[config.mk]
export PLATFORM = sky130hd
export DESIGN_NAME = seq_slice_adder
export DESIGN_NICKNAME = d
export VERILOG_FILES = /design/src/rtl/seq_slice_adder.sv
export SDC_FILE = /design/constraint.sdc
export NUM_CORES = 1
export LEC_CHECK = 0
export CAP_MARGIN = 20
export CORE_MARGIN = 5
export CORE_UTILIZATION = 40
export CTS_CLUSTER_DIAMETER = 100
export DETAILED_ROUTE_END_ITERATION = 8
export GPL_ROUTABILITY_DRIVEN = 0
export PLACE_DENSITY = 0.69
export SYNTH_ARGS = -nofsm -noshare
export SYNTH_HDL_FRONTEND = slang
export SYNTH_SLANG_ARGS = --single-unit
[constraint.sdc]
create_clock -name clk -period 3.9 [get_ports clk]
set_input_delay 0.39 -clock clk [delete_from_list [all_inputs] [get_ports clk]]
set_output_delay 0.39 -clock clk [all_outputs]
set_load 0.1 [all_outputs]
[src/rtl/seq_slice_adder.sv]
// Multi-cycle ripple-carry adder: WIDTH-bit operands summed SLICE bits per clock.
// Optional feature macro SEQ_SLICE_ADDER_SUB_EN adds a `sub` port computing a - b - borrow.
module seq_slice_adder #(
    parameter int unsigned WIDTH = 16,
    parameter int unsigned SLICE = 4
) (
    input  logic             clk,
    input  logic             rst_n,
    input  logic             start,
`ifdef SEQ_SLICE_ADDER_SUB_EN
    input  logic             sub,
`endif
    input  logic [WIDTH-1:0] a,
    input  logic [WIDTH-1:0] b,
    input  logic             cin,
    output logic             busy,
    output logic             done,
    output logic [WIDTH-1:0] sum,
    output logic             cout
);

    localparam int unsigned NSL      = WIDTH / SLICE;
    localparam int unsigned CW       = (NSL > 1) ? $clog2(NSL) : 1;
    localparam logic [CW-1:0] LAST_IDX = CW'(NSL - 1);

    // Reject geometries that do not split into whole slices.
    if (WIDTH < 1 || SLICE < 1 || SLICE > WIDTH || (WIDTH % SLICE) != 0) begin : g_cfg_check
        $error("seq_slice_adder: WIDTH must be a non-zero multiple of SLICE");
    end

    typedef enum logic [1:0] {
        S_IDLE = 2'd0,
        S_RUN  = 2'd1,
        S_DONE = 2'd2
    } state_t;

    state_t           state_q;
    state_t           next_state;

    logic [WIDTH-1:0] a_q;
    logic [WIDTH-1:0] b_q;
    logic [WIDTH-1:0] psum_q;
    logic [WIDTH-1:0] psum_d;
    logic             carry_q;
    logic [CW-1:0]    idx_q;

    logic             accept;
    logic             step;
    logic             last_step;
    logic             busy_d;
    logic             done_d;

    logic [WIDTH-1:0] b_in;
    logic             cin_in;

    logic [SLICE-1:0] a_sl;
    logic [SLICE-1:0] b_sl;
    logic [SLICE-1:0] s_sl;
    logic             c_sl;

    // Subtraction reuses the adder: a + ~b + ~borrow.
`ifdef SEQ_SLICE_ADDER_SUB_EN
    assign b_in   = sub ? ~b : b;
    assign cin_in = sub ? ~cin : cin;
`else
    assign b_in   = b;
    assign cin_in = cin;
`endif

    // Select the active slice and merge its result into the partial sum.
    always_comb begin
        a_sl   = '0;
        b_sl   = '0;
        psum_d = psum_q;
        for (int k = 0; k < int'(NSL); k++) begin
            if (idx_q == CW'(k)) begin
                a_sl                      = a_q[k*SLICE +: SLICE];
                b_sl                      = b_q[k*SLICE +: SLICE];
                psum_d[k*SLICE +: SLICE]  = s_sl;
            end
        end
    end

    // SLICE-bit ripple chain seeded by the inter-slice carry register.
    always_comb begin
        s_sl = '0;
        c_sl = carry_q;
        for (int i = 0; i < int'(SLICE); i++) begin
            s_sl[i] = a_sl[i] ^ b_sl[i] ^ c_sl;
            c_sl    = (a_sl[i] & b_sl[i]) | (c_sl & (a_sl[i] ^ b_sl[i]));
        end
    end

    always_ff @(posedge clk or negedge rst_n) begin
        if (!rst_n) begin
            state_q <= S_IDLE;
        end else begin
            state_q <= next_state;
        end
    end

    always_comb begin
        next_state = state_q;
        case (state_q)
            S_IDLE:  if (start) next_state = S_RUN;
            S_RUN:   if (idx_q == LAST_IDX) next_state = S_DONE;
            S_DONE:  next_state = S_IDLE;
            default: next_state = S_IDLE;
        endcase
    end

    always_comb begin
        accept    = 1'b0;
        step      = 1'b0;
        last_step = 1'b0;
        case (state_q)
            S_IDLE: accept = start;
            S_RUN: begin
                step      = 1'b1;
                last_step = (idx_q == LAST_IDX);
            end
            default: ;
        endcase
        busy_d = (next_state != S_IDLE);
        done_d = (next_state == S_DONE);
    end

    always_ff @(posedge clk or negedge rst_n) begin
        if (!rst_n) begin
            busy <= 1'b0;
            done <= 1'b0;
        end else begin
            busy <= busy_d;
            done <= done_d;
        end
    end

    // Operand capture, per-slice accumulation, and result load on the final slice.
    always_ff @(posedge clk or negedge rst_n) begin
        if (!rst_n) begin
            a_q     <= '0;
            b_q     <= '0;
            psum_q  <= '0;
            carry_q <= 1'b0;
            idx_q   <= '0;
            sum     <= '0;
            cout    <= 1'b0;
        end else begin
            if (accept) begin
                a_q     <= a;
                b_q     <= b_in;
                carry_q <= cin_in;
                psum_q  <= '0;
                idx_q   <= '0;
            end else if (step) begin
                psum_q  <= psum_d;
                carry_q <= c_sl;
                idx_q   <= last_step ? '0 : idx_q + CW'(1);
            end
            if (last_step) begin
                sum  <= psum_d;
                cout <= c_sl;
            end
        end
    end

endmodule

* Word level (Yosys, flattened, before mapping)
Cells that the tools add are included.
** Storage, ports and cells
- Register bits :: 72
- Output and inout bits :: 19
** Operators by class
- Add/sub/neg operators :: 1
- Equality and inequality tests :: 5
- Multiplexer cells :: 25
- Bitwise logic cells :: 20
- Reduce and logical (&&, ||, !) cells :: 4
** Operator list (number)
- 2-to-1 mux 4 bit :: 12
- 2-to-1 mux 16 bit :: 2
- 2-to-1 mux 2 bit :: 5
- AND 1 bit :: 8
- XOR 1 bit :: 8
- == test 2 bit (second input constant) :: 3
- 2-to-1 mux 1 bit :: 5
- == test 2 x 1 -> 1 bit (second input constant) :: 2
- logical NOT 2 bit :: 2
- bitwise OR 1 bit :: 4
- case mux 2 bit (2 select lines) :: 1
- nonzero test 2 bit :: 2
- adder 2 x 1 -> 2 bit (second input constant) :: 1

* Logic depth before layout (Yosys ltp)
Gate-level depths: netlist (run 1).
- Word-level depth :: 16
- Gate-level depth with buffers :: 15

* Worst setup path before layout (run 1)
Ideal clock, no wire load.
- Path type :: reg2reg
- Start point :: register idx_q[0]
- End point :: register psum_q[11]
- Library setup time :: 0.126 ns
- Arrival :: 3.260 ns
- Data required time :: 3.774 ns
- Setup slack :: 0.514 ns
- Cell stages (with the launch flop) :: 15
- Path buffers :: 1
- Period minus slack after synthesis :: 3.386 ns
- Cell sequence :: dfrtp_1 > inv_1 > ha_1 > clkbuf_1 > nor2_1 > a31oi_1 > fa_1 > inv_1 > fa_1 > inv_1 > fa_1 > fa_1 > nand2b_1 > nor2_1 > a221o_1
** On the way
- Longest elaborated chain between the ends :: 16
** RTL lines
- from (decl) :: RTL line 45 : logic [CW-1:0] idx_q;
- from (signal assigned) :: RTL line 158 : idx_q <= last_step ? '0 : idx_q + CW'(1);
- logical NOT 2 bit :: RTL line 76 : if (idx_q == CW'(k)) begin
- 2-to-1 mux 4 bit (4 in a row) :: RTL line 76
- XOR 1 bit :: RTL line 90 : c_sl = (a_sl[i] & b_sl[i]) | (c_sl & (a_sl[i] ^ b_sl[i]));
- AND 1 bit :: RTL line 90
- bitwise OR 1 bit :: RTL line 90
- AND 1 bit :: RTL line 90
- bitwise OR 1 bit :: RTL line 90
- AND 1 bit :: RTL line 90
- bitwise OR 1 bit :: RTL line 90
- XOR 1 bit :: RTL line 89 : s_sl[i] = a_sl[i] ^ b_sl[i] ^ c_sl;
- 2-to-1 mux 4 bit (*) :: RTL line 76
- 2-to-1 mux 16 bit (*) :: RTL line 155 : end else if (step) begin
- 2-to-1 mux 16 bit (*) :: RTL line 149 : if (accept) begin
- to (signal assigned) :: RTL line 156 : psum_q <= psum_d;
- to (decl) :: RTL line 42 : logic [WIDTH-1:0] psum_q;
Mark *: on every way between the ends. The rest lies on a longest branch, timed or not. The select of a mux whose other input is x is not followed.
A chain may end at the register's enable or synchronous reset.

* Worst setup path after layout (run 1)
- Start point :: register idx_q[0]
- End point :: register psum_q[7]
Same word-level chain as after synthesis.

==> results of run 1 <==
## layout make-up
class                   instances  area [um^2]
multi-input cells             179         1295
clock inverters                 7        138.9
fillers                       661         3646
clock buffers                   9        123.9
well taps                     102        127.6
repair buffers                 59        573.1
flip-flops and latches         68         1702
inverters                      11        41.29
## registers in the layout (all words and copies together), names as in the netlist
name	count
state_q	2
carry_q	1
busy	1
cout	1
done	1
psum_q	12
sum	16
b_q	16
idx_q	2
a_q	16
## per-layer routing
| metal | wire length (um) | track usage | vias up |
|---|---|---|---|
| li1 | - | - | 1068 |
| met1 | 2980 | 0.1893 | 1090 |
| met2 | 3223 | 0.2340 | 63 |
| met3 | 404 | 0.05071 | 9 |
| met4 | 89 | 0.04727 | 0 |
| met5 | 0 | 0 | - |
## final timing paths
path | end | slack (ps) | depth (start not counted)
min in group clk | sum[8] | 480 | 2
min reg2reg | sum[8] | 480 | 2
max | psum_q[7] | 390 | 14
max in group asynchronous | a_q[1] | 2840 | 2
min | psum_q[8] | 160 | 1
max reg2reg | psum_q[7] | 390 | 14
## metrics by stage
| stage | hold slack, ps | utilization |
|---|---|---|
| after floorplan | 94.41 | - |
| after global placement | 461.3 | 0.4885 |
| after detailed placement | 469.8 | 0.4885 |
| after CTS | 177.3 | 0.5229 |
| after global routing | 240.0 | 0.5232 |
| final | 162.6 | 0.5232 |
## repair_timing
action / CTS / global route
setup endpoints to repair: 0 / 3
hold buffers: 0 / 0
resized for setup: 0 / 1
hold endpoints to repair: 0 / 0
## kinds of logic after synthesis
kind of cell / Yosys count / share of synthesized area
buffers and inverters: 26 / 0.04050
multiplexers: 33 / 0.1187
AO/OA/AOI/OAI: 58 / 0.1283
adder cells (fa/ha/maj): 8 / 0.04170
flip-flops: 68 / 0.5453
AND/OR/NAND/NOR: 80 / 0.1255
## placed cells by master (no fill, tap or decap), drive strengths merged, types with 2 or more instances in the layout
cell type and instances:
a21oi 12, ha 4, nor3 2, clkdlybuf4s50 53
clkbuf 9, nand2 39, mux2 32, bufinv 4
o21ai 14, a221o 11, nor2b 12, a31oi 6
nand2b 6, buf 6, nor2 11, o221ai 2
inv 11, o211ai 2, fa 4, dfrtp 68
nand3b 8, o31ai 2, clkinv 3, o22ai 6
==> out/qor.csv, run 1 <==
metric,value,unit
outcome,"complete, no violations",
syn_to_final_growth,28.23,%
stdcell_count,435,
period_share,0.9007,
cp_data_required_time,4130,ps
slowest_delay,530,ps
cts_tree,done,
grt_pass1_wl,11.41,mm
clkLatencyLatePin,350,ps
htreeDepth,3,
worst_slack,387.2,ps
ys_warn_count,0,
dp_hpwl,4.849,mm
min_period,3513,ps
crit_slowest_cell,fa_1,
die_width,98.33,um
finalMaxSlewViolations,0,
critPathLaunch,idx_q[0],
io_buffers,54,
timing_hold_violations_final,0,
start_util,0.4080,
worstReg2RegStart,idx_q[0],
maxCapViolations,0,
ys.flop_type,dfrtp_1,
worstPathArrival,3740,ps
path_delay_family,adder cells,
post_cts_buffers,0,
grt_pass1_vias,2278,
wirelength,6.697,mm
crit_type,reg2reg,
yosysSeqAreaShare,0.5453,
grt_max_degree,41,
io_pins,55,
yosys-top-cells-count,"68 x dfrtp_1, 39 x nand2_1, 24 x mux2_2",
route.detailed.drc,0,
synth_edf_count,0,
ys_ff_latch,68,
routedWlPerCell,15.40,um
cts_inserted_buffers,9,
synth_top_area_share,0.5453,
die_h,98.33,um
vias,2230,
dp_cells,419,
final_area,4001,um^2
yosysMostFrequentCell,dfrtp_1,
avgViaCountPerCell,5.126,
max_slew.worst_pin.slew,1011,ps
cts.path.max_buffers,2,
placed_cell_area,3736,um^2
fin_worst_skew,9.705,ps
critPathCaptureType,register,
netlist_area,3120,um^2
core_area,7647,um^2
grtUsageTotal,0.1472,
grt_setup_unrepaired,no,
tns,0,ps
fmax,0.2847,GHz
clkTransAtPathRegs,70,ps
hp-class,in2async,
drt_pass1_iterations,4,
drtIter0Drc,82,
netlist_instances,273,
crit_buf_inv,3,
crit_chain,"inv_1, ha_2, nand2b_1, o22ai_1, a31oi_1, fa_1, inv_1, fa_1, inv_1, fa_1, fa_1, nand2b_1, nor2_1, a221o_1",
rows,32,
antenna_cells,0,
synth_largest_area_cell,dfrtp_1,
die_area,9668,um^2
clock-sinks,68,
syn_avg_cell_area,11.43,um^2
synth.distinct_cells,32,
worstPathMaxFanout,12,
layout-drive-gt1-share,0.1502,
preCtsSetupSlack,257.9,ps
antenna_found_initial,0,
overflow,0,
clock-root-buffer,clkbuf_8,
worst_path_most_repeated_cell,fa_1,
setup_viol,0,
start_kind,register,
relSlewSlack,0.3237,
num-nets-final,372,
synth_fp_nets,317,
async_flop_share,1.000,
synthTopCellsByArea,"dfrtp_1 55%, mux2_2 8.7%, nand2_1 4.7%, a221o_1 3.5%, mux2_1 2.9%",
ant_nets,0,
Power of run 1 is not shown: default switching activity piles up to over one toggle a cycle in this logic, so the estimate is an artifact.
==> inputs of run 2 (changes only) <==
- SLEW_MARGIN: not set -> 20
==> results of run 2 <==
Same layout as run 1: the final DEF is identical, and so are final timing and power.
Power of run 2 is left out for the same reason.
